[src/rtl/div_pkg.sv]
// Shared types and constants for the sequential divider.
package div_pkg;

  localparam int DIV_WIDTH = 32;
  localparam logic [DIV_WIDTH-1:0] DIV_ZERO_QUOT = {DIV_WIDTH{1'b1}};

  typedef enum logic [1:0] {
    IDLE,
    RUN,
    FIX,
    DONE
  } div_state_t;

endpackage

[src/rtl/div_step.sv]
// One non-restoring division iteration: shift {P,Q} left, add or subtract D
// depending on the sign of the old partial remainder, shift in the new quotient bit.
module div_step
  import div_pkg::*;
#(
  parameter int WIDTH = DIV_WIDTH
) (
  input  logic [WIDTH:0]   p,
  input  logic [WIDTH-1:0] q,
  input  logic [WIDTH-1:0] d,
  output logic [WIDTH:0]   p_next,
  output logic [WIDTH-1:0] q_next
);

  logic [WIDTH:0] p_shift;

  // Single add/sub on WIDTH+1 bits; the carry out of the top bit is discarded.
  always_comb begin
    p_shift = {p[WIDTH-1:0], q[WIDTH-1]};
    p_next  = p[WIDTH] ? (p_shift + {1'b0, d}) : (p_shift - {1'b0, d});
    q_next  = {q[WIDTH-2:0], ~p_next[WIDTH]};
  end

endmodule

[src/rtl/seq_div32.sv]
// Multi-cycle non-restoring divider (quotient -> LO, remainder -> HI).
// Optional feature macro: SEQ_DIV_SIGNED_EN enables two's-complement divide when sgn=1.
//
// state | meaning
// IDLE  | waiting for start; operands captured on accept
// RUN   | one add/sub step per cycle, WIDTH cycles
// FIX   | remainder correction and sign fix-up, results registered
// DONE  | done pulse, busy low; back to IDLE
module seq_div32
  import div_pkg::*;
#(
  parameter int WIDTH = DIV_WIDTH
) (
  input  logic             clk,
  input  logic             reset,
  input  logic             start,
  input  logic             sgn,
  input  logic [WIDTH-1:0] dividend,
  input  logic [WIDTH-1:0] divisor,
  output logic             busy,
  output logic             done,
  output logic [WIDTH-1:0] quotient,
  output logic [WIDTH-1:0] remainder,
  output logic             div_by_zero
);

  localparam int CW = $clog2(WIDTH) + 1;

  div_state_t state, state_n;

  logic [WIDTH:0]   p_r, p_step, r_corr;
  logic [WIDTH-1:0] q_r, q_step, d_r;
  logic [CW-1:0]    cnt;
  logic [WIDTH-1:0] a_mag, b_mag, r_mag, q_final, r_final;
  logic             unused_rsign;

`ifdef SEQ_DIV_SIGNED_EN
  logic a_neg, b_neg, neg_q, neg_r;

  assign a_neg   = sgn & dividend[WIDTH-1];
  assign b_neg   = sgn & divisor[WIDTH-1];
  assign a_mag   = a_neg ? -dividend : dividend;
  assign b_mag   = b_neg ? -divisor : divisor;
  assign q_final = neg_q ? -q_r : q_r;
  assign r_final = neg_r ? -r_mag : r_mag;

  // Result signs: quotient negative when operand signs differ, remainder follows dividend.
  always_ff @(posedge clk) begin
    if (reset) begin
      neg_q <= 1'b0;
      neg_r <= 1'b0;
    end else if (state == IDLE && start) begin
      neg_q <= a_neg ^ b_neg;
      neg_r <= a_neg;
    end
  end
`else
  logic unused_sgn;

  assign unused_sgn = sgn;
  assign a_mag      = dividend;
  assign b_mag      = divisor;
  assign q_final    = q_r;
  assign r_final    = r_mag;
`endif

  assign r_corr       = p_r[WIDTH] ? (p_r + {1'b0, d_r}) : p_r;
  assign r_mag        = r_corr[WIDTH-1:0];
  assign unused_rsign = r_corr[WIDTH];

  div_step #(.WIDTH(WIDTH)) u_step (
    .p      (p_r),
    .q      (q_r),
    .d      (d_r),
    .p_next (p_step),
    .q_next (q_step)
  );

  // State register.
  always_ff @(posedge clk) begin
    if (reset) state <= IDLE;
    else       state <= state_n;
  end

  // Next-state decode and status outputs.
  always_comb begin
    state_n = state;
    busy    = 1'b0;
    done    = 1'b0;
    case (state)
      IDLE: if (start) state_n = (divisor == '0) ? DONE : RUN;
      RUN: begin
        busy = 1'b1;
        if (cnt == CW'(1)) state_n = FIX;
      end
      FIX: begin
        busy    = 1'b1;
        state_n = DONE;
      end
      DONE: begin
        done    = 1'b1;
        state_n = IDLE;
      end
      default: state_n = IDLE;
    endcase
  end

  // Operand capture, iteration datapath and result registers.
  always_ff @(posedge clk) begin
    if (reset) begin
      p_r         <= '0;
      q_r         <= '0;
      d_r         <= '0;
      cnt         <= '0;
      quotient    <= '0;
      remainder   <= '0;
      div_by_zero <= 1'b0;
    end else begin
      case (state)
        IDLE: begin
          if (start) begin
            if (divisor == '0) begin
              quotient    <= DIV_ZERO_QUOT;
              remainder   <= dividend;
              div_by_zero <= 1'b1;
            end else begin
              p_r <= '0;
              q_r <= a_mag;
              d_r <= b_mag;
              cnt <= CW'(WIDTH);
            end
          end
        end
        RUN: begin
          p_r <= p_step;
          q_r <= q_step;
          cnt <= cnt - CW'(1);
        end
        FIX: begin
          quotient    <= q_final;
          remainder   <= r_final;
          div_by_zero <= 1'b0;
        end
        default: ;
      endcase
    end
  end

endmodule

[config.mk]
export PLATFORM = sky130hd
export DESIGN_NAME = seq_div32
export DESIGN_NICKNAME = d
export VERILOG_FILES = /design/src/rtl/div_pkg.sv /design/src/rtl/div_step.sv /design/src/rtl/seq_div32.sv
export SDC_FILE = /design/constraint.sdc
export NUM_CORES = 1
export LEC_CHECK = 0
export ABC_AREA = 0
export BUFFER_PORTS_ARGS = -buffer_cell sky130_fd_sc_hd__buf_4
export CAP_MARGIN = 20
export CELL_PAD_IN_SITES_DETAIL_PLACEMENT = 1
export CELL_PAD_IN_SITES_GLOBAL_PLACEMENT = 1
export CORE_MARGIN = 1.5
export CORE_UTILIZATION = 44
export DETAILED_ROUTE_END_ITERATION = 16
export GPL_ROUTABILITY_DRIVEN = 0
export PLACE_DENSITY = 0.79
export SYNTH_ARGS = -nofsm -noshare
export SYNTH_HDL_FRONTEND = slang
export SYNTH_SLANG_ARGS = --single-unit
[constraint.sdc]
create_clock -name clk -period 4.4 [get_ports clk]
set_input_delay 0.22 -clock clk [delete_from_list [all_inputs] [get_ports clk]]
set_output_delay 0.22 -clock clk [all_outputs]
set_load 0.02 [all_outputs]
==> run metrics, run 1 <==
Filler cells roughly 3000; final hold violation count 0; internal power a little under 5 mW; net switching power 4.39 mW; Final #Nets 1618; final antenna-violating net count 0; Final TNS setup 0 ns; I/O Buffers about 130; critical path endpoint category flip-flop; Bufs on Longest Clock Path 2; switching share of power 0.476; clock skew 0.0218 ns; TritonCTS clock tree yes; CTS H-tree lvls 4; first-pass iteration count of the detailed router 7; via count 10800; CP Launch Type flip-flop; Die X 160 um; dpl hpwl 26.3 mm; Layout area overhead 17.3%; first-pass GRT wire length 57.1 mm; # clock sinks 170; P_leak approximately 5.2 nW; RSZ-0062 raised after global routing no; pre-CTS setup slack around 0.46 ns; Multi-input gate area roughly 7000 sq um; Critical Path RT 4.68 ns; # diodes 0; Placed Instances ~1800; Fin Hold WS 0.0262 ns; prevailing post-synth register cell dfxtp_1; fraction of registers with async set/reset 0; initial antenna violation count 0; layout cells sized above 1 0.144; die extent in y between 150 and 200 um; Reg clk slew, reported paths 0.08 ns; share of total power in combinational logic 0.571; vias in the first global route between 10000 and 15000; Worst Max-Slew Pin Slew 0.912 ns; fin util 0.524; largest net degree at the start of global routing 80; synth warn 0; post-synthesis sequential area ratio 0.315; 1st-iter DRT viols 839; final worst slack 0.400 ns; Synth Cell Area 10800 sq um; hold buffers post-CTS 0; Reg power frac 0.264; f_max 250 MHz; Ports approximately 140; flops & latches, synth 170; DRT Wirelength ~36 mm; relative slew slack 0.390; crit path kind reg2reg; final setup fails 0; CTS root buf clkbuf_16; Post-synth EDFFs 0; VDD IR max about 260 uV; die area 25500 sq um; core area ~24000 sq um; num rows 57; post-route DRC violation count 0; Post-CTS Repair Setup Buffers 0; Starting Density 0.447; Via-to-Cell Ratio approximately 5.9; wire per inst 19.6 um; Storage cell area 3400 sq um; total of max-cap violations 0; Period Utilization, post-route 0.909; cell count after synthesis 1388; post-synth net total 1529; share of total power in the clock network 0.165; Final Critical Period approximately 4 ns; CTS buffer count 17; worst hold path startpoint divisor[29]; worst-path maximum fanout 6; Non-Filler Instances 1814; clock latency reported for the late side of the worst-skew pair 0.44 ns; reg-to-reg critical path startpoint d_r[1]; CP startpoint d_r[1]; PwrDens 728 nW/um^2; syn_area_per_cell 7.78 sq um; HP Class in2reg; GRT Util Overall 0.277; Max Slew Vio Count 0; outcome finished clean; GR Overflow Total 0; Cell variety after synth 74; Crit path arrival time about 4.3 ns
[state kept, by name (all words and copies together) (netlist names)]
| register | count |
|---|---|
| cnt | 6 |
| d_r | 32 |
| q_final | 32 |
| div_by_zero | 1 |
| quotient | 32 |
| remainder | 32 |
| state | 2 |
| p_r | 33 |
[synthesized netlist by cell type (all sizes together), types with 3 or more instances]
library cell	number	area share
a2111oi	5	0.0052
inv	31	0.011
buf	14	0.0063
and3	6	0.0035
o21bai	13	0.0090
nor2	167	0.058
a211o	6	0.0049
o21ai	42	0.020
o22ai	32	0.019
a31oi	14	0.0099
nand2b	18	0.010
nand3	29	0.013
dfxtp	170	0.32
clkbuf	72	0.025
a21o	18	0.013
o31ai	4	0.0041
a221oi	11	0.0095
nand2	128	0.044
or4	3	0.0021
nor2b	6	0.0035
a21oi	153	0.071
a32o	5	0.0046
a22oi	10	0.0070
nor3b	34	0.024
o41ai	3	0.0024
o221ai	3	0.0024
nand4	8	0.0046
ha	71	0.082
xnor2	41	0.034
mux2	4	0.0042
nor4	22	0.013
a22o	9	0.0073
a211oi	23	0.016
mux2i	16	0.015
xor2	44	0.036
o211ai	12	0.0088
o21a	6	0.0042
and3b	3	0.0029
nor3	89	0.042
nand3b	16	0.011
or3	5	0.0029
or2	4	0.0023
[worst max-delay path, stage by stage, from the launching register on]
cell and delay (ns):
dfxtp_1 0.46, inv_1 0.12, ha_1 0.26, and4b_1 0.25, and3b_2 0.26, and3b_4 0.22, nor2_1 0.14, xor2_1 0.17
ha_1 0.33, a2111oi_1 0.39, o21ai_0 0.14, a32o_1 0.24, a31oi_2 0.19, o211a_1 0.21, o21ai_1 0.09, xnor2_1 0.27
a221oi_2 0.09
[power groups by stage]
stage / clock network (mW) / logic [mW] / registers (mW)
2_1_floorplan: 0 / 3.74 / 2.41
3_3_place_gp: 0 / 4.95 / 2.43
3_5_place_dp: 0 / 5.14 / 2.45
4_1_cts: 1.53 / 5.21 / 2.42
5_1_grt: 1.59 / 5.79 / 2.48
6_report: 1.52 / 5.27 / 2.43
[final timing paths]
| check | endpoint | slack (ns) | cells after the start |
|---|---|---|---|
| worst max register to register | q_final[0] | 0.40 | 16 |
| worst min register to register | remainder[0] | 0.46 | 2 |
| worst min-delay path | d_r[29] | 0.03 | 3 |
| worst max-delay path | q_final[0] | 0.40 | 16 |
[metrics by stage]
step,instance area [sq um],total power [mW]
3_3_place_gp,12100,7.37
2_1_floorplan,10800,6.15
5_1_grt,12700,9.86
4_1_cts,12600,9.16
6_report,12700,9.23
3_5_place_dp,12100,7.59
[cell type report]
cell class,count,area share
clock buffer,18,0.0339
clock inverter,14,0.0118
timing repair buffer,156,0.0932
inverter,32,0.00948
multi-input combinational,1100,0.551
tap,324,0.0320
sequential,170,0.269
[routing by layer]
metal | GRT usage | up-vias | routed length (um)
met5 | 0 | - | 0
met4 | 0.0587 | 0 | 395
met3 | 0.0400 | 32 | 2080
met2 | 0.459 | 324 | 16300
met1 | 0.384 | 5206 | 16800
li1 | - | 5197 | -
[cell families (layout without fill, tap and decap cells)]
kind of cell | after synthesis | count (layout) | synth area share
and+or+nand+nor | 543 | 543 | 0.242
AOI/OAI and AO/OA | 379 | 379 | 0.226
DFF | 170 | 170 | 0.315
buffers and inverters | 118 | 220 | 0.0424
xor gates and xnor gates | 85 | 85 | 0.0696
adders and majority gates | 73 | 73 | 0.0860
muxes | 20 | 20 | 0.0190
[placed cells by master (no fill, tap or decap), drive strengths merged, types with 23 or more instances in the layout]
master and n:
a211oi 23, a21oi 153, buf 156, dfxtp 170, ha 71, inv 38
nand2 128, nand3 29, nor2 167, nor3 89, nor3b 34, o21ai 42
o22ai 32, xnor2 41, xor2 44
[timing repair]
action / in CTS / in global routing
gates resized for setup: 0 / 3
endpoints found under the hold margin: 0 / 0
endpoints found under the setup margin: 0 / 2
Power figures use the tool's default switching activity.
==> run 2: changes to the inputs <==
Settings changed: CTS_CLUSTER_DIAMETER from default to 40, PLACE_DENSITY 0.79 to 0.78, SYNTH_HIERARCHICAL from default to 1.
==> run 2 against run 1 <==
  * Worst hold slack gained 0.0096 ns
  * Die area increased by 5.0%
  * Sequential cell count stayed put
  * Critical path type unchanged
  * Synthesized area rose by 5.1%
==> run metrics, run 2 <==
most used routing layer met2; Final #Nets 1629 (+0.68%); Period Utilization, post-route 0.968 (+0.0594); largest net degree at the start of global routing 93 (+16%); relative slew slack 0.318 (-0.0720); 1st-iter DRT viols 947 (+13%); Reg clk slew, reported paths 0.08 ns (about the same); via count 10800 (+0.33%); Cell variety after synth 74 (unchanged); Bufs on Longest Clock Path 2 (unchanged); wire per inst 20.0 um (+2.0%); die area 26800 sq um (+5.0%); fraction of registers with async set/reset 0 (unchanged); core area 25300 sq um (+4.5%); met3 GRT Util 0.0361 (-0.00394); hold buffers post-CTS 0 (unchanged); CP max stage delay 0.60 ns (+0.14 ns); Final Total Pwr 9.73 mW (+5.5%); Max Slew Vio Count 0 (unchanged); post-synthesis mux area share 0.0442 (+0.0252); GR Overflow Total 0 (unchanged); VDD IR max 300 uV (+17%); largest cells by area after synthesis dfxtp_1, ha_1, a21oi_1, nand2_1, nor2_1; most frequent CP cell a21oi_1; critical path endpoint category flip-flop; Multi-input gate area 7320 sq um (+4.9%); count leader, synth dfxtp_1; syn_area_per_cell 7.91 sq um (+1.6%); PwrDens 746 nW/um^2 (+2.4%); num rows 58 (+1.8%); CP Launch Type flip-flop; Synth Cell Area 11300 sq um (+5.1%); Worst Max-Slew Pin Slew 1.02 ns (+0.111 ns); GR Util met2 0.443 (-0.0153); TritonCTS clock tree yes; final hold violation count 0 (unchanged); number of instances on the worst hold path 3 (unchanged); Ports 135 (unchanged); GRT Util Overall 0.275 (-0.00231); final antenna-violating net count 0 (unchanged); commonest non-fill, non-tap cell in the layout dfxtp_1; Crit path arrival time 4.61 ns (+0.33 ns); # clock sinks 170 (unchanged); Storage cell area 3400 sq um (unchanged); worst-path maximum fanout 6 (unchanged); reg-to-reg critical path startpoint d_r[7]; CTS H-tree lvls 4 (unchanged); I/O Buffers 133 (unchanged); post-route DRC violation count 0 (unchanged); CTS buffer count 17 (unchanged); crit path kind reg2reg; post-synth top area cell dfxtp_1; post-synth top area share 0.300 (-0.0152); clock skew 0.0134 ns (-0.00838 ns); # diodes 0 (unchanged); P_leak 5.42 nW (+5.1%); CP max-delay cell or4_1; CP startpoint d_r[7]; first-pass GRT wire length 58.0 mm (+1.6%); crit-path cells or4_1, nor3_2, and2_2, nor4b_4, and2_1, a21oi_1, xor2_1, ha_1, a21o_1, a21oi_1, or3b_1, o32ai_2, a311o_1, mux2i_1, a211oi_1; commonest non-fill, non-tap cells in the layout dfxtp_1, buf_4, nand2_1, a21oi_1, nor2_1; Compound-Gate Fraction of Synth Area 0.225 (-0.000639); Final TNS setup 0 ns (unchanged); die extent in y 164 um (+2.5%); outcome finished clean; post-synth net total 1577 (+3.1%); cell count after synthesis 1435 (+3.4%); Simple-Gate Fraction of Synth Area 0.218 (-0.0232); Top reg by flops p_r; dpl hpwl 27.1 mm (+2.9%); Post-synth EDFFs 0 (unchanged); worst reg2reg path depth 15 (-1); clock latency reported for the late side of the worst-skew pair 0.44 ns (about the same); Starting Density 0.449 (+0.00260); f_max 235 MHz (-6.1%); Placed Instances 1797 (+0.90%); first-pass iteration count of the detailed router 6 (-1); CTS root buf clkbuf_16; post-synthesis sequential area ratio 0.300 (-0.0152); prevailing post-synth register cell dfxtp_1; final setup fails 0 (unchanged); RSZ-0062 raised after global routing no; HP Class in2reg; vias in the first global route 10600 (-0.45%); DRT Wirelength 36.6 mm (+2.9%); main combinational cell family by area after synthesis compound AO/OA/AOI/OAI gates; max reg flops 33 (unchanged); flops & latches, synth 170 (unchanged); layout cells sized above 1 0.157 (+0.0124); worst hold path startpoint divisor[23]; Die X 164 um (+2.5%); initial antenna violation count 0 (unchanged); Critical Path RT 4.75 ns (+0.07 ns); synth warn 6 (+6); Non-Filler Instances 1830 (+0.88%); Filler cells 3086 (+2.6%); commonest cells in the synthesized netlist dfxtp_1, a21oi_1, nand2_1, nor2_1, clkbuf_1; Adder-Cell Fraction of Synth Area 0.0829 (-0.00304); Final Critical Period 4.26 ns (+0.261 ns); Via-to-Cell Ratio 5.90 (-0.55%); met1 GRT Util 0.384 (+0.000394); xor/xnor share of the synthesized area 0.0672 (-0.00247); Layout area overhead 15.0%; total of max-cap violations 0 (unchanged)
## run 2: kinds of logic after synthesis
group | Yosys count
DFF | 170
xor gates and xnor gates | 87
and+or+nand+nor | 513
AOI/OAI and AO/OA | 392
adders and majority gates | 74
buffers and inverters | 150
muxes | 49
## run 2: timing repair
item,CTS,global route
endpoints found under the setup margin,2,7
gates resized for setup,2,5
buffers inserted,0,0
## run 2: per-stage QoR
stage	worst slack, ns	utilization	cell area [sq um]	hold slack [ns]
2_1_floorplan	0.530	-	11300	0.356
3_3_place_gp	0.232	0.490	12400	0.442
3_5_place_dp	0.0964	0.490	12400	0.452
4_1_cts	0.0365	0.515	13000	0.0273
5_1_grt	0.0115	0.517	13000	0.0383
6_report	0.139	0.517	13000	0.0359
## run 2: final cells by class
cell class                 instances  area share
clock buffer                      18      0.0337
clock inverter                    14      0.0135
inverter                          24     0.00690
multi-input combinational       1115       0.561
sequential                       170       0.261
tap                              330      0.0316
timing repair buffer             159      0.0924
## run 2: routing by layer
metal | part of all wire | vias to the layer above
met5 | 0 | -
met4 | 0.015 | 0
met1 | 0.48 | 5229
met3 | 0.050 | 32
met2 | 0.45 | 279
li1 | - | 5254
## run 2: worst max-delay path, delay by kind of cell (launching register included)
kind / cells / cell delay [ns]
adder cells (fa/ha/maj): 1 / 0.39
XOR/XNOR: 1 / 0.17
flip-flops: 1 / 0.38
AO/OA/AOI/OAI: 6 / 1.16
multiplexers: 1 / 0.07
AND/OR/NAND/NOR: 6 / 1.99
## run 2: power breakdown
| part | switching, mW | internal [mW] | total, mW |
|---|---|---|---|
| logic | 3.49 | 2.26 | 5.75 |
| clock network | 0.755 | 0.834 | 1.59 |
| registers | 0.460 | 1.93 | 2.39 |
| total | 4.71 | 5.02 | 9.73 |
## run 2: path summary, 6_finish.rpt
kind / slack, ns / endpoint
hold reg to reg: 0.46 / remainder[15]
setup reg to reg: 0.14 / q_final[0]
setup / recovery: 0.14 / q_final[0]
hold / removal: 0.04 / d_r[23]
